### src/rtl/cache_arbiter.sv
// ---------------------------------------------------------------------------
// cache_arbiter
//
// Shares the single cacheline-wide physical memory port between the
// instruction cache and the data cache. One request is latched at a time and
// presented on pmem until memory responds. The response is routed back to the
// cache that won. A mandatory RELEASE cycle follows every transaction.
//
// Ports
//   clk, rst_n                 clock (rising edge), async active-low reset
//   i_read, i_address          I-cache line-read request and address
//   i_rdata, i_resp            line data / completion back to the I-cache
//   d_read, d_write            D-cache line-read / writeback request
//   d_address, d_wdata         D-cache line address and writeback data
//   d_rdata, d_resp            line data / completion back to the D-cache
//   pmem_read, pmem_write      physical memory commands (never both high)
//   pmem_address, pmem_wdata   physical memory address and write data
//   pmem_rdata, pmem_resp      physical memory read data and completion
//   busy                       high whenever the arbiter is not IDLE
// ---------------------------------------------------------------------------
module cache_arbiter #(
    parameter int ADDR_W = 32,
    parameter int LINE_W = 256
) (
    input  logic              clk,
    input  logic              rst_n,

    input  logic              i_read,
    input  logic [ADDR_W-1:0] i_address,
    output logic [LINE_W-1:0] i_rdata,
    output logic              i_resp,

    input  logic              d_read,
    input  logic              d_write,
    input  logic [ADDR_W-1:0] d_address,
    input  logic [LINE_W-1:0] d_wdata,
    output logic [LINE_W-1:0] d_rdata,
    output logic              d_resp,

    output logic              pmem_read,
    output logic              pmem_write,
    output logic [ADDR_W-1:0] pmem_address,
    output logic [LINE_W-1:0] pmem_wdata,
    input  logic [LINE_W-1:0] pmem_rdata,
    input  logic              pmem_resp,

    output logic              busy
);

    typedef enum logic [1:0] {
        IDLE,
        GRANT_I,
        GRANT_D,
        RELEASE
    } state_t;

    state_t            state;
    state_t            next_state;

    // 0 = I-cache won last, 1 = D-cache won last
    logic              last_grant;
    logic [ADDR_W-1:0] addr_q;
    logic [LINE_W-1:0] wdata_q;
    logic              we_q;

    logic              i_req;
    logic              d_req;
    logic              grant_i;
    logic              grant_d;
    logic              in_grant;

    assign i_req = i_read;
    assign d_req = d_read | d_write;

    // Next-state and grant decode. Under contention the I-cache wins only
    // when the D-cache had the previous grant, giving strict alternation.
    always_comb begin
        next_state = state;
        grant_i    = 1'b0;
        grant_d    = 1'b0;
        case (state)
            IDLE: begin
                if (i_req && (!d_req || last_grant)) begin
                    grant_i    = 1'b1;
                    next_state = GRANT_I;
                end else if (d_req) begin
                    grant_d    = 1'b1;
                    next_state = GRANT_D;
                end
            end
            GRANT_I, GRANT_D: begin
                if (pmem_resp) begin
                    next_state = RELEASE;
                end
            end
            RELEASE: begin
                next_state = IDLE;
            end
            default: begin
                next_state = IDLE;
            end
        endcase
    end

    // State register. An asserted reset drops straight back to IDLE, which
    // removes any in-flight command without waiting for a clock edge.
    always_ff @(posedge clk or negedge rst_n) begin
        if (!rst_n) begin
            state <= IDLE;
        end else begin
            state <= next_state;
        end
    end

    // Transaction latch. The winner's address/data/command are captured at
    // the grant so later changes by the requester cannot disturb pmem.
    // A D-cache request with both read and write set is treated as a write.
    always_ff @(posedge clk or negedge rst_n) begin
        if (!rst_n) begin
            last_grant <= 1'b1;
            addr_q     <= '0;
            wdata_q    <= '0;
            we_q       <= 1'b0;
        end else if (grant_i) begin
            last_grant <= 1'b0;
            addr_q     <= i_address;
            wdata_q    <= '0;
            we_q       <= 1'b0;
        end else if (grant_d) begin
            last_grant <= 1'b1;
            addr_q     <= d_address;
            wdata_q    <= d_wdata;
            we_q       <= d_write;
        end
    end

    // Commands are decoded purely from registered state, so they appear the
    // cycle after the grant and stay constant until the response.
    assign in_grant     = (state == GRANT_I) || (state == GRANT_D);
    assign pmem_read    = in_grant & ~we_q;
    assign pmem_write   = in_grant & we_q;
    assign pmem_address = addr_q;
    assign pmem_wdata   = wdata_q;

    // Responses are forwarded combinationally and only to the current
    // winner; a response arriving in IDLE or RELEASE goes nowhere.
    assign i_resp  = (state == GRANT_I) & pmem_resp;
    assign d_resp  = (state == GRANT_D) & pmem_resp;
    assign i_rdata = pmem_rdata;
    assign d_rdata = pmem_rdata;

    assign busy = (state != IDLE);

endmodule

### config.mk
export PLATFORM = sky130hd
export DESIGN_NAME = cache_arbiter
export DESIGN_NICKNAME = d
export VERILOG_FILES = /design/src/rtl/cache_arbiter.sv
export SDC_FILE = /design/constraint.sdc
export NUM_CORES = 1
export LEC_CHECK = 0
export ABC_AREA = 1
export CAP_MARGIN = 20
export CORE_AREA = 2 2 537 539
export CTS_CLUSTER_DIAMETER = 100
export DETAILED_ROUTE_END_ITERATION = 7
export DIE_AREA = 0 0 539 541
export HOLD_SLACK_MARGIN = 0.12
export PLACE_DENSITY = 0.3
export SKIP_CTS_REPAIR_TIMING = 1
export SYNTH_ARGS = -nofsm -noshare
export SYNTH_HDL_FRONTEND = slang
export SYNTH_SLANG_ARGS = --single-unit
### constraint.sdc
create_clock -name clk -period 4 [get_ports clk]
set_input_delay 0.8 -clock clk [delete_from_list [all_inputs] [get_ports clk]]
set_output_delay 0.8 -clock clk [all_outputs]
set_load 0.05 [all_outputs]
==> report_table.html, run 1 <==
<table>
<tr><th>Metric</th><th>Value</th></tr>
<tr><th colspan="2">Yosys</th></tr>
<tr><td>Yosys cell types</td><td>17</td></tr>
<tr><td>Cell taking the most area after synthesis</td><td>dfrtp_1</td></tr>
<tr><td>Register area share after synthesis</td><td>0.458</td></tr>
<tr><td>Area of the mapped netlist</td><td>15900 µm²</td></tr>
<tr><td>Average cell area after synthesis</td><td>8.21 µm²</td></tr>
<tr><td>Most area-consuming cells after synthesis</td><td>dfrtp_1 46%, buf_4 25%, nand2_1 16%</td></tr>
<tr><td>Post-Synthesis Cells</td><td>1941</td></tr>
<tr><td>Post-synthesis net count</td><td>2527</td></tr>
<tr><td>Seq cells post-synth</td><td>292</td></tr>
<tr><td>Yosys warns</td><td>0</td></tr>
<tr><td>Fraction of post-synthesis cell area in the top cell type by area</td><td>0.457</td></tr>
<tr><th colspan="2">Global routing</th></tr>
<tr><td>Antenna violations before repair</td><td>52</td></tr>
<tr><td>Overall fraction of global-route tracks in use</td><td>0.0962</td></tr>
<tr><td>Global-route wire length before repair</td><td>179 mm</td></tr>
<tr><td>Number of global-route vias before repair</td><td>14100</td></tr>
<tr><td>Total congestion overflow after global routing</td><td>0</td></tr>
<tr><td>Maximum number of pins on one net before global-route repair</td><td>148</td></tr>
<tr><th colspan="2">Final layout</th></tr>
<tr><td>Utilization after layout</td><td>0.0860</td></tr>
<tr><td>Area of the multi-input gates</td><td>4180 µm²</td></tr>
<tr><td>Area taken by flip-flops and latches</td><td>7310 µm²</td></tr>
<tr><td>Final Instance Count excl. Fillers</td><td>5850</td></tr>
<tr><td>Commonest non-fill, non-tap cell in the layout</td><td>nand2_1</td></tr>
<tr><td>Number of fill cells in the layout</td><td>33400</td></tr>
<tr><td>Ratio of cells with drive above 1 in the final layout</td><td>0.0615</td></tr>
<tr><td>Area added between synthesis and finish</td><td>54.5%</td></tr>
<tr><td>Final nets</td><td>2612</td></tr>
<tr><td>Leading cell types in the layout, fill and taps excluded</td><td>688 x nand2_1, 615 x clkdlybuf4s50_1, 291 x nand3_1, 291 x dfrtp_1, 48 x clkbuf_16</td></tr>
<tr><th colspan="2">Clock tree</th></tr>
<tr><td>Maximum number of buffers from clock root to sink</td><td>3</td></tr>
<tr><td>Number of CTS-inserted buffers</td><td>48</td></tr>
<tr><td>Later-pin clock latency in the skew report</td><td>0.68 ns</td></tr>
<tr><td>Root Buffer Master</td><td>clkbuf_16</td></tr>
<tr><td>CTS clk-pin slew, worst paths</td><td>0.06 ns</td></tr>
<tr><td>Clock sink total</td><td>292</td></tr>
<tr><td>Number of H-tree levels</td><td>2</td></tr>
<tr><td>TritonCTS clock tree</td><td>yes</td></tr>
<tr><th colspan="2">Setup path</th></tr>
<tr><td>Worst Path Class, Setup</td><td>reg2out</td></tr>
<tr><td>Critical path arrival</td><td>2.65 ns</td></tr>
<tr><td>Biggest fanout along the worst timing path</td><td>3</td></tr>
<tr><td>Worst Setup End Kind</td><td>output port</td></tr>
<tr><td>Worst EP required</td><td>3.20 ns</td></tr>
<tr><td>Critical Path Source Type</td><td>register</td></tr>
<tr><th colspan="2">Route</th></tr>
<tr><td>Vias</td><td>13300</td></tr>
<tr><td>DRC viols</td><td>0</td></tr>
<tr><td>Detail-routed net length per standard cell</td><td>24.8 µm</td></tr>
<tr><td>Drt pass-1 iters</td><td>8</td></tr>
<tr><td>Detail-routed via count per cell</td><td>2.27</td></tr>
<tr><td>Post-Route WL</td><td>145 mm</td></tr>
<tr><td>Drt first-iter violations</td><td>662</td></tr>
<tr><td>Post-DRT Antenna Nets</td><td>0</td></tr>
<tr><th colspan="2">Timing</th></tr>
<tr><td>Setup repair after global routing missed its margin</td><td>false</td></tr>
<tr><td>Minimum clock period</td><td>3.45 ns</td></tr>
<tr><td># setup viols final</td><td>0</td></tr>
<tr><td>Final Hold Slack</td><td>0.114 ns</td></tr>
<tr><td>Hold Violations, Final</td><td>0</td></tr>
<tr><td>Max-slew violation count</td><td>0</td></tr>
<tr><td>Slew of the pin with the lowest slew margin</td><td>1.12 ns</td></tr>
<tr><td>Relative slew slack</td><td>0.249</td></tr>
<tr><td>Worst clock skew</td><td>0.0256 ns</td></tr>
<tr><td>Sum of negative setup slack</td><td>0 ns</td></tr>
<tr><td>Max frequency</td><td>289 MHz</td></tr>
<tr><td>Period utilisation layout</td><td>0.864</td></tr>
<tr><th colspan="2">Power</th></tr>
<tr><td>Total power density per cell area</td><td>917 nW/µm²</td></tr>
<tr><td>Reported leakage power</td><td>10.2 nW</td></tr>
<tr><td>Worst voltage drop across the vdd grid</td><td>448 µV</td></tr>
<tr><td>Post-layout power</td><td>22.6 mW</td></tr>
<tr><th colspan="2">Placed design</th></tr>
<tr><td># port buffers</td><td>618</td></tr>
<tr><td>Placer Congestion</td><td>0.787</td></tr>
<tr><td>Post-Place Cells</td><td>5757</td></tr>
<tr><td>Placed wire-length estimate</td><td>124 mm</td></tr>
<tr><th colspan="2">Floorplanning</th></tr>
<tr><td>Die Footprint</td><td>292000 µm²</td></tr>
<tr><td>Number of top-level pins</td><td>1387</td></tr>
<tr><td>Overall die height</td><td>541 µm</td></tr>
<tr><td>Starting utilization of the core area</td><td>0.0557</td></tr>
<tr><td>Chip width</td><td>539 µm</td></tr>
<tr><td>Std cell rows</td><td>197</td></tr>
<tr><td>Core Box Area</td><td>286000 µm²</td></tr>
<tr><th colspan="2">Status</th></tr>
<tr><td>Outcome</td><td>finished clean</td></tr>
<tr><th colspan="2">Run</th></tr>
<tr><td>Total of max-cap violations</td><td>0</td></tr>
<tr><th colspan="2">Worst hold path</th></tr>
<tr><td>Class of the tightest hold or removal check</td><td>in2async</td></tr>
</table>
==> layer usage <==
layer,wire length [µm],up-vias,share of wire,global-route usage
met1,46800,6162,0.32,0.0890
met4,7530,12,0.052,0.0457
met2,61800,993,0.43,0.145
met3,28800,395,0.20,0.0869
li1,-,5703,-,-
met5,90,-,0.00062,0
==> path summary, 6_finish.rpt <==
check	startpoint	end	slack [ns]	depth (start not counted)
setup / recovery	state[1]	pmem_write	0.55	5
hold / removal	rst_n	pmem_wdata[100]	0.11	1
setup reg to reg	state[0]	pmem_wdata[93]	1.51	6
hold reg to reg	pmem_wdata[183]	pmem_wdata[183]	0.47	2
max in group asynchronous	rst_n	pmem_wdata[201]	2.89	2
min in group clk	pmem_wdata[183]	pmem_wdata[183]	0.47	2
==> sequential cells by signal, summed over array words and instances (netlist names) <==
| register | count |
|---|---|
| last_grant | 1 |
| we_q | 1 |
| pmem_address | 32 |
| state | 2 |
| pmem_wdata | 256 |
==> critical path, stage by stage, from the launching register on <==
cell             delay [ns]
dfrtp_1                0.38
inv_1                  0.11
ha_4                   0.29
nand2_1                0.10
inv_1                  0.08
clkdlybuf4s50_1        1.02
==> metrics by stage <==
| stage | worst slack, ns | instance area [µm²] |
|---|---|---|
| after CTS | 0.359 | 24600 |
| after global placement | 1.03 | 22900 |
| after floorplan | 1.65 | 15900 |
| after global routing | 0.367 | 24600 |
| final | 0.545 | 24600 |
| after detailed placement | 1.04 | 22900 |
==> cells by family after synthesis <==
| family | Yosys count | share of synthesized area |
|---|---|---|
| AOI/OAI and AO/OA | 2 | 0.000863 |
| adders and majority gates | 4 | 0.00314 |
| buffers and inverters | 655 | 0.281 |
| DFF | 292 | 0.458 |
| and+or+nand+nor | 988 | 0.256 |
==> where the power goes <==
group | internal (mW) | switching [mW] | total (mW)
registers | 4.25 | 0.812 | 5.06
logic | 3.43 | 9.54 | 13.0
clock network | 2.72 | 1.83 | 4.55
total | 10.4 | 12.2 | 22.6
==> cells in the mapped netlist <==
library cell	number
nand2_2	1
a21oi_2	1
nor2_1	3
nand3_1	292
nand2_1	690
buf_4	524
inv_2	1
dfstp_2	1
clkbuf_1	37
buf_1	4
ha_1	4
buf_2	49
o21ai_0	1
nor2_2	1
or2_2	1
dfrtp_1	291
inv_1	40
==> final cells by class <==
class,count,area share
tap,3781,0.192
clock inverter,22,0.0111
clock buffer,67,0.0570
inverter,41,0.00625
multi-input combinational,994,0.170
sequential,292,0.297
timing repair buffer,649,0.267
antenna,4,0.000406
(Power assumes the default switching activity.)
==> run 2: changes to the inputs <==
--- a/config.mk
+++ b/config.mk
@@ -8,7 +8,7 @@
 export ABC_AREA = 1
 export CAP_MARGIN = 20
 export CORE_AREA = 2 2 537 539
-export CTS_CLUSTER_DIAMETER = 100
+export CTS_CLUSTER_DIAMETER = 30
 export DETAILED_ROUTE_END_ITERATION = 7
 export DIE_AREA = 0 0 539 541
 export HOLD_SLACK_MARGIN = 0.12
==> run 2 against run 1 <==
Setup slack got worse by 0.0069 ns. Sequential power hardly changed. Clock skew increased by 0.041 ns. Via count up 4.0%. Maximum frequency fell by 0.20%. Die area is the same. Largest power group unchanged.
==> report_table.html, run 2 (synthesized netlist as in run 1, its figures left out) <==
<table>
<tr><th>Metric</th><th>Value</th></tr>
<tr><th colspan="2">Status</th></tr>
<tr><td>Outcome</td><td>finished clean</td></tr>
<tr><th colspan="2">Power</th></tr>
<tr><td>Switching Power</td><td>13.1 mW</td></tr>
<tr><td>Post-layout power</td><td>27.3 mW</td></tr>
<tr><td>Worst voltage drop across the vdd grid</td><td>440 µV</td></tr>
<tr><td>Sw Ratio</td><td>0.480</td></tr>
<tr><td>Total power density per cell area</td><td>1010 nW/µm²</td></tr>
<tr><td>Gate power share</td><td>0.477</td></tr>
<tr><td>Reported leakage power</td><td>11.3 nW</td></tr>
<tr><td>Clock Power Share</td><td>0.337</td></tr>
<tr><td>Cell internal pwr</td><td>14.2 mW</td></tr>
<tr><td>Sequential power share</td><td>0.186</td></tr>
<tr><th colspan="2">Global routing</th></tr>
<tr><td>Number of global-route vias before repair</td><td>14700</td></tr>
<tr><td>Met3 usage in global routing</td><td>0.0882</td></tr>
<tr><td>Maximum number of pins on one net before global-route repair</td><td>148</td></tr>
<tr><td>Met1 capacity usage during global routing</td><td>0.0899</td></tr>
<tr><td>Total congestion overflow after global routing</td><td>0</td></tr>
<tr><td>Global routing usage on met2</td><td>0.145</td></tr>
<tr><td>Most used routing layer</td><td>met2</td></tr>
<tr><td>Overall fraction of global-route tracks in use</td><td>0.0971</td></tr>
<tr><td>Global-route wire length before repair</td><td>181 mm</td></tr>
<tr><td>Antenna violations before repair</td><td>51</td></tr>
<tr><th colspan="2">Final layout</th></tr>
<tr><td>Final cell area excluding filler cells</td><td>27000 µm²</td></tr>
<tr><td>Final Instance Count excl. Fillers</td><td>5974</td></tr>
<tr><td>Commonest non-fill, non-tap cell in the layout</td><td>nand2_1</td></tr>
<tr><td>Area added between synthesis and finish</td><td>69.2%</td></tr>
<tr><td>Leading cell types in the layout, fill and taps excluded</td><td>688 x nand2_1, 615 x clkdlybuf4s50_1, 291 x nand3_1, 291 x dfrtp_1, 115 x clkbuf_16</td></tr>
<tr><td>Max FFs per register</td><td>256</td></tr>
<tr><td>Final nets</td><td>2679</td></tr>
<tr><td>Utilization after layout</td><td>0.0942</td></tr>
<tr><td>Ratio of cells with drive above 1 in the final layout</td><td>0.105</td></tr>
<tr><th colspan="2">Placed design</th></tr>
<tr><td>Worst slack at placement</td><td>1.04 ns</td></tr>
<tr><td># port buffers</td><td>618</td></tr>
<tr><td>Post-Place Cells</td><td>5757</td></tr>
<tr><td>Placed wire-length estimate</td><td>124 mm</td></tr>
<tr><td>Placed Area</td><td>22900 µm²</td></tr>
<tr><td>Placer Congestion</td><td>0.787</td></tr>
<tr><th colspan="2">Timing</th></tr>
<tr><td>Relative slew slack</td><td>0.259</td></tr>
<tr><td>Setup repair after global routing missed its margin</td><td>false</td></tr>
<tr><td>Hold Violations, Final</td><td>0</td></tr>
<tr><td>Sum of negative setup slack</td><td>0 ns</td></tr>
<tr><td>Final worst-path setup slack</td><td>0.539 ns</td></tr>
<tr><td># setup viols final</td><td>0</td></tr>
<tr><td>Minimum clock period</td><td>3.46 ns</td></tr>
<tr><td>Period utilisation layout</td><td>0.865</td></tr>
<tr><td>Max-slew violation count</td><td>0</td></tr>
<tr><td>Slew of the pin with the lowest slew margin</td><td>1.11 ns</td></tr>
<tr><td>Worst clock skew</td><td>0.0668 ns</td></tr>
<tr><td>Final Hold Slack</td><td>0.470 ns</td></tr>
<tr><td>Max frequency</td><td>289 MHz</td></tr>
<tr><th colspan="2">Route</th></tr>
<tr><td>Detail-routed via count per cell</td><td>2.31</td></tr>
<tr><td>Drt first-iter violations</td><td>644</td></tr>
<tr><td>Post-DRT Antenna Nets</td><td>0</td></tr>
<tr><td>DRC viols</td><td>0</td></tr>
<tr><td>Detail-routed net length per standard cell</td><td>24.5 µm</td></tr>
<tr><td>Drt pass-1 iters</td><td>5</td></tr>
<tr><td>Post-Route WL</td><td>146 mm</td></tr>
<tr><td>Vias</td><td>13800</td></tr>
<tr><th colspan="2">Setup path</th></tr>
<tr><td>Worst EP required</td><td>3.20 ns</td></tr>
<tr><td>Worst Path Class, Setup</td><td>reg2out</td></tr>
<tr><td>Biggest fanout along the worst timing path</td><td>3</td></tr>
<tr><td>Critical Path Source Type</td><td>register</td></tr>
<tr><td>Critical path arrival</td><td>2.66 ns</td></tr>
<tr><td>Worst Setup End Kind</td><td>output port</td></tr>
<tr><th colspan="2">Floorplanning</th></tr>
<tr><td>Std cell rows</td><td>197</td></tr>
<tr><td>Overall die height</td><td>541 µm</td></tr>
<tr><td>Die Footprint</td><td>292000 µm²</td></tr>
<tr><td>Chip width</td><td>539 µm</td></tr>
<tr><td>Core Box Area</td><td>286000 µm²</td></tr>
<tr><td>Number of top-level pins</td><td>1387</td></tr>
<tr><td>Starting utilization of the core area</td><td>0.0557</td></tr>
<tr><th colspan="2">Run</th></tr>
<tr><td>Total of max-cap violations</td><td>0</td></tr>
<tr><th colspan="2">Clock tree</th></tr>
<tr><td>Maximum number of buffers from clock root to sink</td><td>3</td></tr>
<tr><td>CTS clk-pin slew, worst paths</td><td>0.04 ns</td></tr>
<tr><td>Number of H-tree levels</td><td>3</td></tr>
<tr><td>Clock sink total</td><td>292</td></tr>
<tr><td>Root Buffer Master</td><td>clkbuf_16</td></tr>
<tr><td>TritonCTS clock tree</td><td>yes</td></tr>
<tr><td>Number of CTS-inserted buffers</td><td>114</td></tr>
<tr><td>Later-pin clock latency in the skew report</td><td>0.75 ns</td></tr>
<tr><th colspan="2">Worst hold path</th></tr>
<tr><td>Class of the tightest hold or removal check</td><td>reg2reg</td></tr>
</table>
run 2: changes by cell type in the layout (fill, tap and decap cells not counted), moves of 5 or more:
cell        change
clkbuf_16      +67
clkbuf_8       +14
clkbuf_1       +21
clkinv_2       +15
inv_6           -7
bufinv_16       +8
clkinvlp_4      +5
run 2: power by group through the flow:
stage	sequential [mW]	clock [mW]	combinational (mW)
2_1_floorplan	9.19	0	4.17
3_3_place_gp	5.08	0	13.4
3_5_place_dp	5.07	0	13.4
4_1_cts	5.09	9.44	13.5
5_1_grt	5.25	9.60	14.0
6_report	5.08	9.18	13.0
run 2: path summary, 6_finish.rpt:
path | startpoint | end | cells past startpoint | slack [ns]
max in group asynchronous | rst_n | pmem_wdata[196] | 3 | 2.39
min in group asynchronous | rst_n | pmem_wdata[100] | 2 | 0.64
min | pmem_wdata[183] | pmem_wdata[183] | 2 | 0.47
max reg2reg | state[0] | pmem_wdata[93] | 6 | 1.53
max | state[1] | pmem_read | 5 | 0.54
min reg2reg | pmem_wdata[183] | pmem_wdata[183] | 2 | 0.47
run 2: metal layers:
metal / routed length (µm) / up-vias
li1: - / 5884
met3: 29200 / 433
met4: 7760 / 10
met2: 62000 / 1089
met1: 47200 / 6386
met5: 72 / -
run 2: critical path, stage by stage (launching register included):
cell	delay, ns
dfrtp_1	0.38
inv_1	0.11
ha_4	0.29
inv_1	0.04
nor2_1	0.15
clkdlybuf4s50_1	0.99
run 2: cell type report:
| type | count | area [µm²] |
|---|---|---|
| inverters | 41 | 154 |
| clock inverters | 45 | 667 |
| repair buffers | 650 | 6580 |
| multi-input cells | 994 | 4180 |
| clock buffers | 169 | 3350 |
| flip-flops and latches | 292 | 7310 |
| diodes | 2 | 5.00 |
| well taps | 3781 | 4730 |
| fillers | 33200 | 259000 |
==> run 3: changes to the inputs <==
--- a/config.mk
+++ b/config.mk
@@ -11,6 +11,7 @@
 export CTS_CLUSTER_DIAMETER = 30
 export DETAILED_ROUTE_END_ITERATION = 7
 export DIE_AREA = 0 0 539 541
+export GPL_TIMING_DRIVEN = 0
 export HOLD_SLACK_MARGIN = 0.12
 export PLACE_DENSITY = 0.3
 export SKIP_CTS_REPAIR_TIMING = 1
==> run 3 against run 2 <==
Clock power shrank 1%. Clock-buffer cell count grew 12. Die area is the same. Non-clock buffer count grew 1101. Clock skew shrank 0.033 ns. Largest power group unchanged. Highest routed layer unchanged.
==> report_table.html, run 3 (synthesized netlist as in run 1, its figures left out) <==
<table>
<tr><th>Metric</th><th>Value</th></tr>
<tr><th colspan="2">Status</th></tr>
<tr><td>Outcome</td><td>finished clean</td></tr>
<tr><th colspan="2">Final layout</th></tr>
<tr><td>Ratio of cells with drive above 1 in the final layout</td><td>0.235</td></tr>
<tr><td>Leading cell types in the layout, fill and taps excluded</td><td>1129 x clkdlybuf4s50_1, 690 x nand2_1, 524 x buf_4</td></tr>
<tr><td>Max FFs per register</td><td>256</td></tr>
<tr><td>Number of fill cells in the layout</td><td>32800</td></tr>
<tr><td>Commonest non-fill, non-tap cell in the layout</td><td>clkdlybuf4s50_1</td></tr>
<tr><td>Area of the multi-input gates</td><td>4150 µm²</td></tr>
<tr><td>Area taken by flip-flops and latches</td><td>7310 µm²</td></tr>
<tr><td>Final cell area excluding filler cells</td><td>36200 µm²</td></tr>
<tr><td>Area added between synthesis and finish</td><td>127%</td></tr>
<tr><td>Final nets</td><td>3785</td></tr>
<tr><th colspan="2">Clock tree</th></tr>
<tr><td>CTS clk-pin slew, worst paths</td><td>0.04 ns</td></tr>
<tr><td>Number of CTS-inserted buffers</td><td>119</td></tr>
<tr><td>Maximum number of buffers from clock root to sink</td><td>3</td></tr>
<tr><td>Later-pin clock latency in the skew report</td><td>0.72 ns</td></tr>
<tr><td>TritonCTS clock tree</td><td>yes</td></tr>
<tr><td>Clock sink total</td><td>292</td></tr>
<tr><td>Root Buffer Master</td><td>clkbuf_16</td></tr>
<tr><td>Number of H-tree levels</td><td>3</td></tr>
<tr><th colspan="2">Setup path</th></tr>
<tr><td>Worst Path Class, Setup</td><td>reg2out</td></tr>
<tr><td>Critical Path Source Type</td><td>register</td></tr>
<tr><td>Worst EP required</td><td>3.20 ns</td></tr>
<tr><td>Worst Setup End Kind</td><td>output port</td></tr>
<tr><td>Critical path arrival</td><td>2.99 ns</td></tr>
<tr><td>Worst Reg2Reg Path Length in Cells</td><td>7</td></tr>
<tr><td>Biggest fanout along the worst timing path</td><td>15</td></tr>
<tr><th colspan="2">Timing</th></tr>
<tr><td>Relative slew slack</td><td>0.251</td></tr>
<tr><td>Period utilisation layout</td><td>0.948</td></tr>
<tr><td>Setup repair after global routing missed its margin</td><td>false</td></tr>
<tr><td>Minimum clock period</td><td>3.79 ns</td></tr>
<tr><td>Max-slew violation count</td><td>0</td></tr>
<tr><td>Slew of the pin with the lowest slew margin</td><td>1.12 ns</td></tr>
<tr><td># setup viols final</td><td>0</td></tr>
<tr><td>Worst clock skew</td><td>0.0339 ns</td></tr>
<tr><td>Max frequency</td><td>264 MHz</td></tr>
<tr><td>Hold Violations, Final</td><td>0</td></tr>
<tr><th colspan="2">Power</th></tr>
<tr><td>Reported leakage power</td><td>15.9 nW</td></tr>
<tr><td>Post-layout power</td><td>29.5 mW</td></tr>
<tr><td>Worst voltage drop across the vdd grid</td><td>397 µV</td></tr>
<tr><td>Total power density per cell area</td><td>814 nW/µm²</td></tr>
<tr><th colspan="2">Global routing</th></tr>
<tr><td>Global-route wire length before repair</td><td>203 mm</td></tr>
<tr><td>Overall fraction of global-route tracks in use</td><td>0.107</td></tr>
<tr><td>Total congestion overflow after global routing</td><td>0</td></tr>
<tr><td>Antenna violations before repair</td><td>54</td></tr>
<tr><td>Maximum number of pins on one net before global-route repair</td><td>98</td></tr>
<tr><td>Number of global-route vias before repair</td><td>18500</td></tr>
<tr><th colspan="2">Floorplanning</th></tr>
<tr><td>Core Box Area</td><td>286000 µm²</td></tr>
<tr><td>Number of top-level pins</td><td>1387</td></tr>
<tr><td>Die Footprint</td><td>292000 µm²</td></tr>
<tr><td>Overall die height</td><td>541 µm</td></tr>
<tr><td>Starting utilization of the core area</td><td>0.0557</td></tr>
<tr><td>Chip width</td><td>539 µm</td></tr>
<tr><td>Std cell rows</td><td>197</td></tr>
<tr><th colspan="2">Placed design</th></tr>
<tr><td>Placed Area</td><td>32200 µm²</td></tr>
<tr><td># port buffers</td><td>1130</td></tr>
<tr><td>Placed wire-length estimate</td><td>143 mm</td></tr>
<tr><td>Placer Congestion</td><td>0.839</td></tr>
<tr><th colspan="2">Route</th></tr>
<tr><td>Detail-routed via count per cell</td><td>2.53</td></tr>
<tr><td>Vias</td><td>18000</td></tr>
<tr><td>Post-Route WL</td><td>163 mm</td></tr>
<tr><td>DRC viols</td><td>0</td></tr>
<tr><td>Post-DRT Antenna Nets</td><td>0</td></tr>
<tr><td>Routed met2 length</td><td>76.7 mm</td></tr>
<tr><td>Highest metal used</td><td>met5</td></tr>
<tr><td>Routed metal-1 wirelength</td><td>61.7 mm</td></tr>
<tr><td>Met3 WL post-DR</td><td>21.0 mm</td></tr>
<tr><td>Drt first-iter violations</td><td>933</td></tr>
<tr><td>Detail-routed net length per standard cell</td><td>22.9 µm</td></tr>
<tr><td>Drt pass-1 iters</td><td>5</td></tr>
<tr><th colspan="2">Run</th></tr>
<tr><td>Total of max-cap violations</td><td>0</td></tr>
<tr><th colspan="2">Worst hold path</th></tr>
<tr><td>Class of the tightest hold or removal check</td><td>reg2reg</td></tr>
<tr><td>Cell depth of the worst min-delay path</td><td>2</td></tr>
</table>
## run 3: cell types whose count changed in the layout (fill, tap and decap cells not counted), moves of 5 or more
cell,before,now
buf_2,0,49
diode_2,2,17
bufinv_16,12,6
buf_4,21,524
clkdlybuf4s50_1,615,1129
buf_12,12,0
buf_16,0,6
clkbuf_1,27,67
clkbuf_16,115,120
## run 3: path summary, 6_finish.rpt
kind,startpoint,end,slack (ns)
max,state[0],busy,0.21
min,pmem_wdata[217],pmem_wdata[217],0.48
max reg2reg,state[0],pmem_wdata[65],0.79
min reg2reg,pmem_wdata[217],pmem_wdata[217],0.48
max in group asynchronous,rst_n,pmem_wdata[175],2.03
min in group asynchronous,rst_n,pmem_wdata[50],0.58
## run 3: stage by stage
step	util	hold WS (ns)	setup TNS (ns)	worst slack, ns	instances
final	0.126	0.475	0	0.206	7094
after detailed placement	0.112	0.465	-0.205	-0.188	6859
after global placement	0.112	0.461	-4044.91	-14.08	6852
after global routing	0.126	0.492	0	0.00467	7082
after floorplan	-	0.461	0	1.65	1941
after CTS	0.126	-0.0900	-1.02	-1.02	7077
## run 3: routing by layer
| layer | track usage | vias to the layer above |
|---|---|---|
| met3 | 0.0600 | 224 |
| met5 | 0 | - |
| li1 | - | 8135 |
| met1 | 0.117 | 8457 |
| met2 | 0.180 | 1119 |
| met4 | 0.0229 | 24 |
## run 3: cell type report
class	instances	share of cell area
buffer	613	0.120
multi-input combinational	994	0.114
timing repair buffer	1138	0.318
sequential	292	0.202
tap	3781	0.131
clock buffer	181	0.0972
inverter	41	0.00425
clock inverter	37	0.0135
antenna	17	0.00117
## run 3: power breakdown
part           switching [mW]  internal (mW)  leakage [nW]
Clock                    2.75           6.34          1.97
Combinational            11.0           4.28          10.3
Sequential              0.820           4.26          3.71
## run 3: critical path: stages (launching register included)
cell	delay, ns
dfrtp_1	0.39
inv_1	0.11
ha_1	0.15
clkbuf_4	0.37
buf_2	0.42
inv_1	0.07
clkdlybuf4s50_1	0.73
